==> config.mk <==
export PLATFORM = sky130hd
export DESIGN_NAME = fetch_unit
export DESIGN_NICKNAME = d
export VERILOG_FILES = /design/src/rtl/mips_pkg.sv /design/src/rtl/if_id_reg.sv /design/src/rtl/fetch_unit.sv
export SDC_FILE = /design/constraint.sdc
export NUM_CORES = 1
export LEC_CHECK = 0
export BUFFER_PORTS_ARGS = -buffer_cell sky130_fd_sc_hd__buf_4
export CELL_PAD_IN_SITES_DETAIL_PLACEMENT = 1
export CELL_PAD_IN_SITES_GLOBAL_PLACEMENT = 1
export CORE_AREA = 2 2 105 158
export CTS_CLUSTER_SIZE = 20
export DETAILED_ROUTE_END_ITERATION = 8
export DIE_AREA = 0 0 107 160
export PLACE_DENSITY_LB_ADDON = 0.1
export RECOVER_POWER = 100
export SLEW_MARGIN = 0
export SYNTH_ARGS = -nofsm -noshare
export SYNTH_HDL_FRONTEND = slang
export SYNTH_HIERARCHICAL = 1
export SYNTH_SLANG_ARGS = --single-unit
==> constraint.sdc <==
create_clock -name clk -period 5 [get_ports clk]
set_clock_uncertainty 0.1 [all_clocks]
set_input_delay 1 -clock clk [delete_from_list [all_inputs] [get_ports clk]]
set_output_delay 1 -clock clk [all_outputs]
set_load 0.1 [all_outputs]
==> src/rtl/mips_pkg.sv <==
//============================================================================
// Module      : mips_pkg
// Description : Shared types and constants for the MIPS pipeline front end.
// Revision    : 1.0 - initial release
//============================================================================
`default_nettype none

package mips_pkg;

    typedef enum logic [0:0] {
        RUN    = 1'b0,
        SQUASH = 1'b1
    } fetch_state_t;

    localparam logic [31:0] NOP_INSTR = 32'h0000_0000;
    localparam int unsigned PC_INC    = 4;

endpackage

`default_nettype wire

==> src/rtl/if_id_reg.sv <==
//============================================================================
// Module      : if_id_reg
// Description : IF/ID pipeline register with write enable and bubble flush.
// Revision    : 1.0 - initial release
//============================================================================
`default_nettype none

module if_id_reg
    import mips_pkg::*;
#(
    parameter int BIT_WIDTH = 32
) (
    input  logic                 clk,
    input  logic                 rst,
    input  logic                 IDIF_write,
    input  logic                 flush,
    input  logic                 valid_in,
    input  logic [BIT_WIDTH-1:0] instr_in,
    input  logic [BIT_WIDTH-1:0] pc_plus4_in,
    output logic [BIT_WIDTH-1:0] id_instr,
    output logic [BIT_WIDTH-1:0] id_pc_plus4,
    output logic                 id_valid
);

    localparam logic [BIT_WIDTH-1:0] c_NOP = BIT_WIDTH'(NOP_INSTR);

    logic [BIT_WIDTH-1:0] r_instr_q,    w_instr_d;
    logic [BIT_WIDTH-1:0] r_pc_plus4_q, w_pc_plus4_d;
    logic                 r_valid_q,    w_valid_d;

    // Flush wins over a held slot so a redirect can always kill the IF/ID entry.
    always_comb begin
        w_instr_d    = r_instr_q;
        w_pc_plus4_d = r_pc_plus4_q;
        w_valid_d    = r_valid_q;
        if (flush) begin
            w_instr_d    = c_NOP;
            w_pc_plus4_d = '0;
            w_valid_d    = 1'b0;
        end else if (IDIF_write) begin
            w_instr_d    = valid_in ? instr_in : c_NOP;
            w_pc_plus4_d = pc_plus4_in;
            w_valid_d    = valid_in;
        end
    end

    always_ff @(posedge clk) begin
        if (rst) begin
            r_instr_q    <= '0;
            r_pc_plus4_q <= '0;
            r_valid_q    <= 1'b0;
        end else begin
            r_instr_q    <= w_instr_d;
            r_pc_plus4_q <= w_pc_plus4_d;
            r_valid_q    <= w_valid_d;
        end
    end

    assign id_instr    = r_instr_q;
    assign id_pc_plus4 = r_pc_plus4_q;
    assign id_valid    = r_valid_q;

endmodule

`default_nettype wire

==> src/rtl/fetch_unit.sv <==
//============================================================================
// Module      : fetch_unit
// Description : MIPS instruction fetch: PC, imem request, redirect squash FSM.
// Revision    : 1.0 - initial release
//============================================================================
`default_nettype none

module fetch_unit
    import mips_pkg::*;
#(
    parameter int                   BIT_WIDTH = 32,
    parameter logic [BIT_WIDTH-1:0] RESET_PC  = '0,
    parameter int                   DELAY     = 0
) (
    input  logic                 clk,
    input  logic                 rst,
    input  logic                 PC_write,
    input  logic                 IDIF_write,
    input  logic                 redirect_valid,
    input  logic [BIT_WIDTH-1:0] redirect_pc,
    output logic                 imem_req,
    output logic [BIT_WIDTH-1:0] imem_addr,
    input  logic                 imem_ready,
    input  logic [BIT_WIDTH-1:0] imem_rdata,
    output logic [BIT_WIDTH-1:0] id_instr,
    output logic [BIT_WIDTH-1:0] id_pc_plus4,
    output logic                 id_valid
);

    localparam logic [BIT_WIDTH-1:0] c_ALIGN_MASK = ~(BIT_WIDTH'(3));
    localparam logic [BIT_WIDTH-1:0] c_PC_INC     = BIT_WIDTH'(PC_INC);
    localparam logic [BIT_WIDTH-1:0] c_RESET_PC   = RESET_PC & c_ALIGN_MASK;

    // Register update delay only matters to simulation models; nothing to build.
    generate
        if (DELAY < 0) begin : g_delay_unused
        end
    endgenerate

    fetch_state_t         r_state_q,   w_state_d;
    logic [BIT_WIDTH-1:0] r_pc_q,      w_pc_d;
    logic [BIT_WIDTH-1:0] r_pend_pc_q, w_pend_pc_d;
    logic [BIT_WIDTH-1:0] w_pc_plus4;
    logic [BIT_WIDTH-1:0] w_redirect_aligned;
    logic                 w_flush;
    logic                 w_load_valid;

    assign w_pc_plus4         = r_pc_q + c_PC_INC;
    assign w_redirect_aligned = redirect_pc & c_ALIGN_MASK;

    always_comb begin
        w_state_d    = r_state_q;
        w_pc_d       = r_pc_q;
        w_pend_pc_d  = r_pend_pc_q;
        w_flush      = 1'b0;
        w_load_valid = 1'b0;
        case (r_state_q)
            RUN: begin
                if (redirect_valid) begin
                    w_flush = 1'b1;
                    if (imem_ready) begin
                        w_pc_d = w_redirect_aligned;
                    end else begin
                        w_pend_pc_d = w_redirect_aligned;
                        w_state_d   = SQUASH;
                    end
                end else if (imem_ready && PC_write && IDIF_write) begin
                    w_load_valid = 1'b1;
                    w_pc_d       = w_pc_plus4;
                end
                // Every other case leaves the PC alone so the response is
                // re-fetched; the IF/ID register holds or bubbles on IDIF_write.
            end
            SQUASH: begin
                if (redirect_valid) begin
                    w_pend_pc_d = w_redirect_aligned;
                    w_flush     = 1'b1;
                end
                if (imem_ready) begin
                    w_pc_d    = redirect_valid ? w_redirect_aligned : r_pend_pc_q;
                    w_state_d = RUN;
                end
            end
            default: begin
                w_state_d = RUN;
            end
        endcase
    end

    always_ff @(posedge clk) begin
        if (rst) begin
            r_state_q   <= RUN;
            r_pc_q      <= c_RESET_PC;
            r_pend_pc_q <= '0;
        end else begin
            r_state_q   <= w_state_d;
            r_pc_q      <= w_pc_d;
            r_pend_pc_q <= w_pend_pc_d;
        end
    end

    // In SQUASH the PC is still the stale address, so the request stays stable.
    assign imem_req  = ~rst;
    assign imem_addr = r_pc_q;

    if_id_reg #(
        .BIT_WIDTH (BIT_WIDTH)
    ) u_if_id_reg (
        .clk         (clk),
        .rst         (rst),
        .IDIF_write  (IDIF_write),
        .flush       (w_flush),
        .valid_in    (w_load_valid),
        .instr_in    (imem_rdata),
        .pc_plus4_in (w_pc_plus4),
        .id_instr    (id_instr),
        .id_pc_plus4 (id_pc_plus4),
        .id_valid    (id_valid)
    );

endmodule

`default_nettype wire

Word level (Yosys, flattened, before mapping)

Index checks and enable logic that the tools add are counted.

Register bits after elaboration: 130
Input port bits: 70
Word-level logic and storage cells: 36

Add/sub/neg operators: 1
Equality and inequality tests: 5
Multiplexer cells: 17
Bitwise operators: 2
Reductions and logical operators: 5

Operators with widths:

| kind                                           | count |
|---|---|
| 2-to-1 mux 32 bit                              | 8 |
| case mux 32 bit (2 select lines)               | 2 |
| adder 32 x 3 -> 32 bit (second input constant) | 1 |
| 2-to-1 mux 1 bit                               | 6 |
| inequality test 2 bit (second input constant)  | 3 |
| inequality test 3 bit (second input constant)  | 2 |
| AND reduction 3 bit                            | 1 |
| logical AND 1 bit                              | 2 |
| inverter 1 bit                                 | 2 |
| case mux 1 bit (2 select lines)                | 1 |
| AND reduction 2 bit                            | 1 |
| OR reduction 2 bit                             | 1 |

Longest topological paths before layout

Word-level depth: 6
Mapped depth: 8

Cells and area by module

Netlist, hierarchy kept.

Modules (own cells, without submodules):

| module     | times used | cells an instance | area each (um^2) | seq. area each (um^2) |
|---|---|---|---|---|
| fetch_unit | 1          | 528               | 3804.9           | 1301.2 |
| if_id_reg  | 1          | 250               | 2693.8           | 1301.2 |

Worst setup path before layout

OpenSTA, ideal clock, no wires.

Kind: input-to-output
Start point: input rst
End point: output imem_req
Arrival time: 2108 ps
Required time: 3900 ps
Slack: 1792 ps
Stages: 2
Path through: inv_1 clkbuf_1

Cells in the longest elaborated chain, start to end: 1

Ends and longest elaborated chain:

| item               | RTL line          | RTL |
|---|---|---|
| start: declaration | fetch_unit.sv:16  | `input logic rst,` |
| inverter 1 bit     | fetch_unit.sv:103 | `assign imem_req = ~rst;` |
| end: declaration   | fetch_unit.sv:21  | `output logic imem_req,` |

No other way between the ends.

Worst setup path in the final report

Ends and elaborated chain as after synthesis.

==> run metrics <==
Clock Pin Slew Worst Setup and Hold Paths 60 ps; largest fanout on the critical path 59; Final Max Tran Viols 0; hold-fix buffers at CTS 0; vias per cell between 5 and 6; worst hold-check path type flip-flop to flip-flop; first-pass GRT wire length ~34000 um; setup violators final 0; yosys warns 6; worst path bufs/invs 3; CTS max path bufs 2; Residual DRC 0; Achievable Freq 277 MHz; CTS resizes 0; IO Count ~170; port bufs 165; sequential share of the synthesized area 40.0%; Inserted Clock Buffers 17; total track usage 24.6%; Worst path top cell family by delay buffers and inverters; Yosys reg bits 130; Slew Limit Headroom approximately 2.4%; Post-synth EDFFs 0; kind of critical path input port to output port; Clock Tree Root clkbuf_16; ys flop type dfxtp_1; cell breakdown of the critical path clkbuf_2 -> inv_1 -> buf_4; worst hold margin about 350 ps; most common cell after layout, fill and taps aside dfxtp_1; Synthesized Nets around 850; Core ar. 0.0159 mm^2; Tmin final 3610 ps; via count 6234; number of post-CTS setup repair buffers 0; largest net degree at the start of global routing 66; outcome finished clean; Worst path slowest cell clkbuf_2; CTS tree built; CP arrival 2510 ps; worst skew pair latency a little over 400 ps; # Max-Cap Violations 0; Detailed Routing Iterations Pass 1 4; Starting DRT DRC Count 308; Tcrit/Tclk final 72.1%; commonest non-fill, non-tap cells in the layout dfxtp_1 (130), nand2_1 (117), clkbuf_1 (100); Synth cell types 64; Async S/R FF share, synth 0%; Ant. Diodes 0; grt total ovfl 0; CP Data Required Time 3900 ps; number of global-route vias before repair between 6000 and 7000; post-DP HPWL 15000 um; Worst Tran Pin Value 1450 ps; Crit path largest cell delay 960 ps; total routed wirelength 21100 um; Die W 107 um; per-cell routed wire length 18.8 um; H-tree depth 4; Area Growth Syn to Fin 20.5%; initial core utilization 40.9%; FP Rows 57; CP Capture Type output port; routability cong. 0.820; Avg Cell Area, Syn 8.35 um^2; Final Hold Fails 0; Power Density 354 mW/mm^2; initial antenna violation count 0; setup_tns 0 ps; share of cells above drive strength 1 15.8%; RSZ-0062 raised after global routing no; Die ar. 0.0171 mm^2; Die Ht 160 um; nets@finish roughly 980; Worst VDD drop 208 uV; Cell Area, Synth around 0.0065 mm^2; Synth Instances 778; Leak 2.82 nW; Detail Route Antenna Nets 0; crit start category input port; clock sink count between 100 and 150
==> state kept, by name, indices dropped and copies added, names as in the netlist <==
signal and cells:
r_pend_pc_q 32, r_state_q 1, imem_addr 32, u_if_id_reg/id_instr 32, u_if_id_reg/id_pc_plus4 32, u_if_id_reg/id_valid 1
==> report_power, final <==
group / switching (mW) / internal, mW / total (mW)
registers: 0.0462 / 1.07 / 1.12
clock network: 0.454 / 0.787 / 1.24
logic: 0.305 / 0.111 / 0.416
total: 0.805 / 1.97 / 2.77
==> worst register-to-register path, delay by kind of cell, from the launching register on <==
family / cells / cell delay, ps
AND/OR/NAND/NOR: 1 / 120
flip-flops: 1 / 820
buffers and inverters: 2 / 1430
AO/OA/AOI/OAI: 2 / 910
==> Yosys cell counts, types with 4 or more instances <==
cell type	count	share of area (%)
a21oi_1	64	4.9
a21oi_2	20	2.7
a22oi_1	4	0.46
a31oi_1	5	0.48
and3_1	5	0.48
buf_1	7	0.40
buf_2	8	0.62
buf_4	9	1.0
buf_6	10	1.7
clkbuf_1	33	1.9
dfxtp_1	130	40
inv_1	10	0.58
mux2i_1	38	5.9
nand2_1	116	6.7
nand2b_1	32	3.1
nand3_1	22	1.7
nand3_2	32	4.9
nand4_1	9	0.87
nor2_1	65	3.8
nor3_1	9	0.69
nor4_1	6	0.58
o211ai_1	6	0.69
o21ai_0	42	3.2
o31a_1	6	0.81
o32ai_1	4	0.54
or3_1	5	0.48
xnor2_1	14	1.9
xor2_1	14	1.9
==> logic make-up after synthesis <==
family / count (synthesis) / share of synthesized area (%)
buffers and inverters: 77 / 6.28
multiplexers: 38 / 5.85
AND/OR/NAND/NOR: 321 / 25.9
XOR/XNOR: 28 / 3.77
AO/OA/AOI/OAI: 183 / 18.0
flip-flops: 130 / 40.0
adder cells (fa/ha/maj): 1 / 0.192
==> metal layers <==
metal / global-route usage (%) / wire (um) / vias to the layer above
met5: 0 / 0 / -
met4: 9.09 / 469 / 0
met3: 4.29 / 1170 / 35
met2: 43.1 / 10800 / 207
met1: 29.8 / 8620 / 3031
li1: - / - / 2961
==> cell type report <==
| cell class | instances | area (um^2) |
|---|---|---|
| clock inverters | 11 | 139 |
| clock buffers | 19 | 443 |
| multi-input cells | 571 | 3420 |
| flip-flops and latches | 130 | 2600 |
| inverters | 10 | 37.5 |
| well taps | 206 | 258 |
| fillers | 2033 | 8070 |
| repair buffers | 175 | 937 |
==> worst paths after layout <==
path	cells past startpoint	endpoint	slack, ps	from
max	3	imem_req	1390	rst
min	2	r_pend_pc_q[13]$_SDFFE_PP0P_	350	r_pend_pc_q[13]$_SDFFE_PP0P_
max reg2reg	5	r_pend_pc_q[6]$_SDFFE_PP0P_	1430	r_state_q$_SDFF_PP0_
min reg2reg	2	r_pend_pc_q[13]$_SDFFE_PP0P_	350	r_pend_pc_q[13]$_SDFFE_PP0P_
==> per-stage QoR <==
step	instance area (um^2)	utilization (%)	cells	power, mW	setup WS, ps
6_report	7830	49.3	1122	2.77	1390
5_1_grt	7830	49.3	1122	2.88	1080
4_1_cts	8300	52.2	1122	2.82	1910
3_5_place_dp	7710	48.5	1092	1.57	1680
3_3_place_gp	7710	48.5	1092	1.56	1730
2_1_floorplan	6500	-	778	1.44	1790
(Power assumes the default switching activity.)
